**src/rtl/pipe_hazard_ctrl.sv**
```systemverilog
// Hazard controller for a 5-stage MIPS-style pipeline: load-use/branch/mul-div stalls,
// jump flush, ID- and EX-stage forwarding selects, and the multicycle-unit occupancy FSM.
module pipe_hazard_ctrl #(
    parameter int MD_LAT = 8
) (
    input  logic       clk,
    input  logic       rst,
    input  logic [4:0] id_rs,
    input  logic [4:0] id_rt,
    input  logic       id_use_rs,
    input  logic       id_use_rt,
    input  logic [4:0] id_waddr,
    input  logic       id_write,
    input  logic       id_load,
    input  logic       id_branch,
    input  logic       id_jump,
    input  logic       id_md_start,
    input  logic       id_use_md,
    output logic       pc_en,
    output logic       ifid_en,
    output logic       ifid_flush,
    output logic       idex_bubble,
    output logic [1:0] id_fwd_a,
    output logic [1:0] id_fwd_b,
    output logic [1:0] ex_fwd_a,
    output logic [1:0] ex_fwd_b,
    output logic       md_busy
);

    typedef enum logic {MD_IDLE = 1'b0, MD_BUSY = 1'b1} md_state_t;

    localparam logic [4:0] LP_MD_LOAD = 5'(MD_LAT - 1);

    logic       r_ex_v, r_ex_ld, r_ex_use_rs, r_ex_use_rt;
    logic [4:0] r_ex_wa, r_ex_rs, r_ex_rt;
    logic       r_mem_v, r_mem_ld;
    logic [4:0] r_mem_wa;
    logic       r_wb_v;
    logic [4:0] r_wb_wa;

    md_state_t  r_md_state, w_md_state_nxt;
    logic [4:0] r_md_cnt, w_md_cnt_nxt;

    logic w_id_v, w_use_a_ex, w_use_b_ex, w_use_a_mem_ld, w_use_b_mem_ld;
    logic w_load_use, w_branch_stall, w_md_stall, w_stall;

    // Register 0 is hard-wired, so a zero source never matches a producer.
    function automatic logic f_hit(input logic v, input logic [4:0] wa, input logic [4:0] src);
        return v && (wa == src) && (src != 5'd0);
    endfunction

    function automatic logic [1:0] f_fwd(input logic [4:0] src);
        if (f_hit(r_mem_v && !r_mem_ld, r_mem_wa, src))
            return 2'b01;
        else if (f_hit(r_wb_v, r_wb_wa, src))
            return 2'b10;
        else
            return 2'b00;
    endfunction

    assign w_id_v         = id_write && (id_waddr != 5'd0);
    assign w_use_a_ex     = id_use_rs && f_hit(r_ex_v, r_ex_wa, id_rs);
    assign w_use_b_ex     = id_use_rt && f_hit(r_ex_v, r_ex_wa, id_rt);
    assign w_use_a_mem_ld = id_use_rs && f_hit(r_mem_v && r_mem_ld, r_mem_wa, id_rs);
    assign w_use_b_mem_ld = id_use_rt && f_hit(r_mem_v && r_mem_ld, r_mem_wa, id_rt);

    assign w_load_use     = r_ex_ld && (w_use_a_ex || w_use_b_ex);
    assign w_branch_stall = id_branch && (w_use_a_ex || w_use_b_ex || w_use_a_mem_ld || w_use_b_mem_ld);
    assign w_md_stall     = md_busy && (id_use_md || id_md_start);
    assign w_stall        = w_load_use || w_branch_stall || w_md_stall;

    assign pc_en       = !w_stall;
    assign ifid_en     = !w_stall;
    assign idex_bubble = w_stall;
    assign ifid_flush  = id_jump && !w_stall;

    assign id_fwd_a = f_fwd(id_rs);
    assign id_fwd_b = f_fwd(id_rt);
    assign ex_fwd_a = r_ex_use_rs ? f_fwd(r_ex_rs) : 2'b00;
    assign ex_fwd_b = r_ex_use_rt ? f_fwd(r_ex_rt) : 2'b00;

    assign md_busy = (r_md_state == MD_BUSY);

    always_ff @(posedge clk or posedge rst) begin
        if (rst) begin
            r_ex_v      <= 1'b0;
            r_ex_wa     <= 5'd0;
            r_ex_ld     <= 1'b0;
            r_ex_rs     <= 5'd0;
            r_ex_rt     <= 5'd0;
            r_ex_use_rs <= 1'b0;
            r_ex_use_rt <= 1'b0;
            r_mem_v     <= 1'b0;
            r_mem_wa    <= 5'd0;
            r_mem_ld    <= 1'b0;
            r_wb_v      <= 1'b0;
            r_wb_wa     <= 5'd0;
        end else begin
            if (w_stall) begin
                r_ex_v      <= 1'b0;
                r_ex_wa     <= 5'd0;
                r_ex_ld     <= 1'b0;
                r_ex_rs     <= 5'd0;
                r_ex_rt     <= 5'd0;
                r_ex_use_rs <= 1'b0;
                r_ex_use_rt <= 1'b0;
            end else begin
                r_ex_v      <= w_id_v;
                r_ex_wa     <= id_waddr;
                r_ex_ld     <= id_load;
                r_ex_rs     <= id_rs;
                r_ex_rt     <= id_rt;
                r_ex_use_rs <= id_use_rs;
                r_ex_use_rt <= id_use_rt;
            end
            r_mem_v  <= r_ex_v;
            r_mem_wa <= r_ex_wa;
            r_mem_ld <= r_ex_ld;
            r_wb_v   <= r_mem_v;
            r_wb_wa  <= r_mem_wa;
        end
    end

    always_ff @(posedge clk or posedge rst) begin
        if (rst) begin
            r_md_state <= MD_IDLE;
            r_md_cnt   <= 5'd0;
        end else begin
            r_md_state <= w_md_state_nxt;
            r_md_cnt   <= w_md_cnt_nxt;
        end
    end

    // Count is loaded with MD_LAT-1 and BUSY lasts through count==0, giving MD_LAT busy cycles.
    always_comb begin
        w_md_state_nxt = r_md_state;
        w_md_cnt_nxt   = r_md_cnt;
        case (r_md_state)
            MD_IDLE: begin
                if (id_md_start && !w_stall) begin
                    w_md_state_nxt = MD_BUSY;
                    w_md_cnt_nxt   = LP_MD_LOAD;
                end
            end
            MD_BUSY: begin
                if (r_md_cnt == 5'd0)
                    w_md_state_nxt = MD_IDLE;
                else
                    w_md_cnt_nxt = r_md_cnt - 5'd1;
            end
            default: w_md_state_nxt = MD_IDLE;
        endcase
    end

endmodule
```
**config.mk**
```make
export PLATFORM = sky130hd
export DESIGN_NAME = pipe_hazard_ctrl
export DESIGN_NICKNAME = d
export VERILOG_FILES = /design/src/rtl/pipe_hazard_ctrl.sv
export SDC_FILE = /design/constraint.sdc
export NUM_CORES = 1
export LEC_CHECK = 0
export BUFFER_PORTS_ARGS = -buffer_cell sky130_fd_sc_hd__buf_2
export CAP_MARGIN = 10
export CORE_MARGIN = 2
export CORE_UTILIZATION = 55
export DETAILED_ROUTE_END_ITERATION = 6
export PLACE_DENSITY = 0.79
export SYNTH_ARGS = -nofsm -noshare
export SYNTH_HDL_FRONTEND = slang
export SYNTH_SLANG_ARGS = --single-unit
```
**constraint.sdc**
```tcl
create_clock -name clk -period 4.2 [get_ports clk]
set_clock_uncertainty 0.15 [all_clocks]
set_input_delay 0.21 -clock clk [delete_from_list [all_inputs] [get_ports clk]]
set_output_delay 0.21 -clock clk [all_outputs]
set_load 0.01 [all_outputs]
```
# After elaboration in Yosys (flattened, before gate mapping)
# Cells that the tools add are included.
# totals
ram_bits	0
ff_bits	38
romBits	0
inputBits	25
output_inout_bits	13
word_cells	102
latchBits	0
memories	0
# classes
reduce_logical	51
n_mux	23
n_lt_le_gt_ge	0
bitwise_logic	1
addsub	1
div	0
n_mul	0
eq_ne	12
n_shift	0
# op_table
cell	n
5-bit equality test	10
1-bit logical AND	36
5-bit 2-to-1 mux	5
5-bit nonzero test	5
2-bit 2-to-1 mux	10
5-bit one-hot mux with 2 select lines	1
1-bit logical OR	6
1-bit 2-to-1 mux	6
5-bit logical NOT	1
5-bit by 1-bit subtractor with 5-bit output, second input constant	1
2-bit != test, second input constant	2
1-bit logical NOT	2
1-bit one-hot mux with 2 select lines	1
2-bit AND reduction	1
1-bit NOT	1

# Longest topological paths before layout
# logic_depth
word_depth	14
depth_mapped	8
ltp_nobuf	7

# Worst setup path after synthesis
# No wires, ideal clock.
# synth_timing
kind	register to output
start	register r_mem_wa[0]
end	output ifid_flush
slack_ps	2234
required_ps	3840
arrival_ps	1606
stages_incl_launch_ff	8
path_buffers	1
cell_sequence	dfrtp_1 -> xor2_1 -> nor3_1 -> nand4_1 -> a21oi_2 -> nor3_4 -> buf_4 -> and2_1
# synth_via
elab_chain_cells	11
elab_cells_between_ends	15
cone_classes	2 x eq/ne; 13 x reduce/logical
# synth_lines
item	line_no	text
from (decl)	37	logic [4:0] r_mem_wa;
from (signal assigned)	117	r_mem_wa <= r_ex_wa;
5-bit equality test	49	return v && (wa == src) && (src != 5'd0);
1-bit logical AND (2 in series)	49	
1-bit logical AND	64	assign w_use_a_mem_ld = id_use_rs && f_hit(r_mem_v && r_mem_ld, r_mem_wa, id_rs);
1-bit logical OR	68	assign w_branch_stall = id_branch && (w_use_a_ex || w_use_b_ex || w_use_a_mem_ld || w_use_b_mem_ld);
1-bit logical OR *	68	
1-bit logical AND *	68	
1-bit logical OR * (2 in series)	70	assign w_stall = w_load_use || w_branch_stall || w_md_stall;
1-bit logical NOT *	75	assign ifid_flush = id_jump && !w_stall;
1-bit logical AND *	75	
to (decl)	21	output logic ifid_flush,
# Every way passes the cells marked *; elsewhere a longest branch is shown, timed or not.

# Worst setup path in the final report
# layout_timing
start	register r_mem_wa[1]
end	output ifid_flush
# Same word-level chain as after synthesis.

==> flow_summary.toml <==
[run_status]
outcome = "complete, no violations"

[yosys]
asyncSetResetFlopFracSynth_pct = 100
mapped_nets = 221
netlist_instances = 194
synth-edff-count = 0
yosys_warnings = 0
netlist-cell-type-count = 36
postSynth.topFlopCell = "dfrtp_1"
post_synth.cell_area_avg_um2 = 10.7
ys_seq_area_share_pct = 45.9
syn_area_um2 = 2070
number_of_synthesized_register_bits = 38

[sta]
timing.final.setup_violations = 0
grt_setup_unrepaired = "false"
timing_worst_slew_pin_value_ns = 0.695
report.final.slew_viol_count = 0
timing.slew.headroom_pct = 53.5
achievable-frequency_mhz = 385
hold_violations = 0
fin_crit_sh_pct = 61.8
fin_crit_ns = 2.60
setup_total_negative_slack_ns = 0

[floorplanning]
die_area_um2 = 4270
fp.dieW_um = 65.3
coreArea_um2 = 3630
initial_core_util_pct = 57.0
fp.dieH_um = 65.3
boundaryPins = 38
placement_rows = 22

[routing]
wl_um = 4280
vias = 1487
detail-route-antenna-nets = 0
drt_first_iter_violations = 51
wire_per_inst_um = 15.0
drc = 0
drtPass1Iterations = 4
post_drt_via_cell_ratio = 5.20

[placement]
place.gp.congestion = 0.924
hpwl_after_detailed_placement_um = 3300
portBuffers = 37
dpl_cell_area_um2 = 2270

[clock_tree]
clockBufferDepth = 2
clkSinkCount = 38
cts.repair_timing.setup_buffer_count = 0
tritoncts.num_buffers = 5
clock-root-buffer = "clkbuf_8"
htreeDepth = 2
post_cts.resized_instances = 0
path_clk_slew_ns = 0.06
worstSkewPairLatency_ns = 0.29
cts_tree = "done"

[grt]
antenna_found_initial = 0
grt_start_max_net_pins = 39
globalRouteOverflowTotal = 0
vias_in_the_first_global_route = 1595
grt_first_pass_wirelength_um = 7260
total_grt_usage_pct = 22.9

[finish]
multi_input_comb_area_um2 = 1050
layout_common_cells = "dfrtp_1 (38), buf_2 (37), xnor2_1 (31)"
area_growth_syn_to_layout_pct = 20.1
most_common_cell_after_layout_fill_and_taps_aside = "dfrtp_1"
sequential_cell_area_um2 = 951
fin_nets = 264
final.fill_count = 300
drive_above_1_share_pct = 22.7
post_layout_instance_area_um2 = 2480
diodes = 0

[power]
netSwitchingPower_uw = 419
cell_internal_pwr_uw = 906
comb_power_share_pct = 29.1
power.ir.vdd_worst_mv = 0.366
power.share.sequential_pct = 42.6
powerDensity_nw_per_um2 = 533
post-layout-total-power_uw = 1320
power.static_leakage_uw = 0.00111
pwr-share-clk_pct = 28.2
p_sw_share_pct = 31.6

[critical_path]
ff2ff_setup_slack_ns = 2.09
beginning_of_the_critical_path = "r_mem_wa[1]"
worst_ep_arrival_time_ns = 2.24
r2r.worst_path.cells = 6
cp.required_ns = 3.84
r2r-end = "r_ex_v"
setup.worst_path.end_class = "primary output"
timing.critical_path.fanout_max = 23
r2r-start = "r_mem_wa[1]"
crit_end = "ifid_flush"
criticalPathCategory = "register to primary output"
worstSetupStartpointType = "register"

[worst_hold_path]
hold_path_class = "primary input to register"

[job]
max-cap-violations = 0
==> kinds of logic after synthesis <==
| group | count (synthesis) | share of synthesized area, % |
|---|---|---|
| adder cells (fa/ha/maj) | 2 | 1.21 |
| buffers and inverters | 14 | 3.32 |
| AO/OA/AOI/OAI | 15 | 5.44 |
| flip-flops | 38 | 45.9 |
| XOR/XNOR | 50 | 21.2 |
| AND/OR/NAND/NOR | 75 | 22.9 |
==> worst max-delay path: stages, from the launching register on <==
cell     delay (ns)
dfrtp_1        0.48
xor2_1         0.21
nor3_1         0.08
nand4_1        0.11
a21oi_2        0.11
nor3_4         0.61
and2_1         0.21
buf_2          0.12
==> state kept, by name (all words and copies together), names as in the netlist, 5 cells and up <==
register  cells
r_ex_rs       5
r_ex_rt       5
r_ex_wa       5
r_md_cnt      5
r_mem_wa      5
r_wb_wa       5
==> worst min-delay path by stage <==
| stage | startpoint | endpoint | slack [ns] | cells past startpoint |
|---|---|---|---|---|
| 2_1_floorplan | id_write | r_ex_v | 0.19 | 1 |
| 3_3_place_gp | rst | r_ex_v | 0.18 | 3 |
| 3_5_place_dp | rst | r_ex_v | 0.18 | 3 |
| 4_1_cts | id_waddr[2] | r_ex_wa[2] | 0.006 | 2 |
| 5_1_grt | id_waddr[2] | r_ex_wa[2] | 0.007 | 2 |
| 6_report | id_waddr[2] | r_ex_wa[2] | 0.002 | 2 |
==> timing repair <==
| action | CTS | global route |
|---|---|---|
| endpoints found under the setup margin | 0 | 0 |
| endpoints found under the hold margin | 44 | 0 |
| hold buffers | 7 | 0 |
==> synthesized netlist by cell type, drive strengths merged, types with 2 or more instances <==
cell / n / share of area, %
a21oi: 4 / 1.3
and2: 21 / 6.3
buf: 4 / 1.5
clkbuf: 5 / 0.91
dfrtp: 38 / 46
ha: 2 / 1.2
inv: 5 / 0.91
nand2: 5 / 0.91
nand2b: 5 / 1.5
nand3: 4 / 0.97
nand4: 8 / 2.4
nor2: 8 / 1.8
nor3: 6 / 2.0
nor4: 8 / 2.4
o21ai: 4 / 1.1
or2: 2 / 0.60
or4: 5 / 2.2
xnor2: 31 / 13
xor2: 19 / 8.0
==> power groups by stage <==
stage	clock network, uW	registers (uW)	logic (uW)
after floorplan	0	528	329
after global placement	0	566	375
after detailed placement	0	570	381
after CTS	380	563	388
after global routing	393	581	431
final	374	565	386
==> cell type report <==
cell class / instances / area share (%)
multi-input cells: 142 / 42.2
clock buffers: 6 / 3.32
inverters: 5 / 0.755
flip-flops and latches: 38 / 38.3
clock inverters: 2 / 2.42
well taps: 48 / 2.42
repair buffers: 45 / 10.6
==> stage by stage <==
step                      instances  utilization [%]  worst slack [ns]  hold WS (ns)
final                           286             68.4              1.60       0.00204
after global routing            286             68.4              1.47       0.00748
after CTS                       286             68.4              1.60       0.00556
after detailed placement        271             62.5              1.80         0.183
after global placement          271             62.5              1.81         0.180
after floorplan                 194                -              2.23         0.186
==> routing by layer <==
| metal | vias to the layer above | share of wire, % | GRT usage, % |
|---|---|---|---|
| li1 | 744 | - | - |
| met1 | 703 | 45 | 29.0 |
| met2 | 36 | 50 | 40.1 |
| met3 | 4 | 4.1 | 3.77 |
| met4 | 0 | 0.89 | 7.03 |
| met5 | - | 0 | 0 |
(Power assumes the default switching activity.)
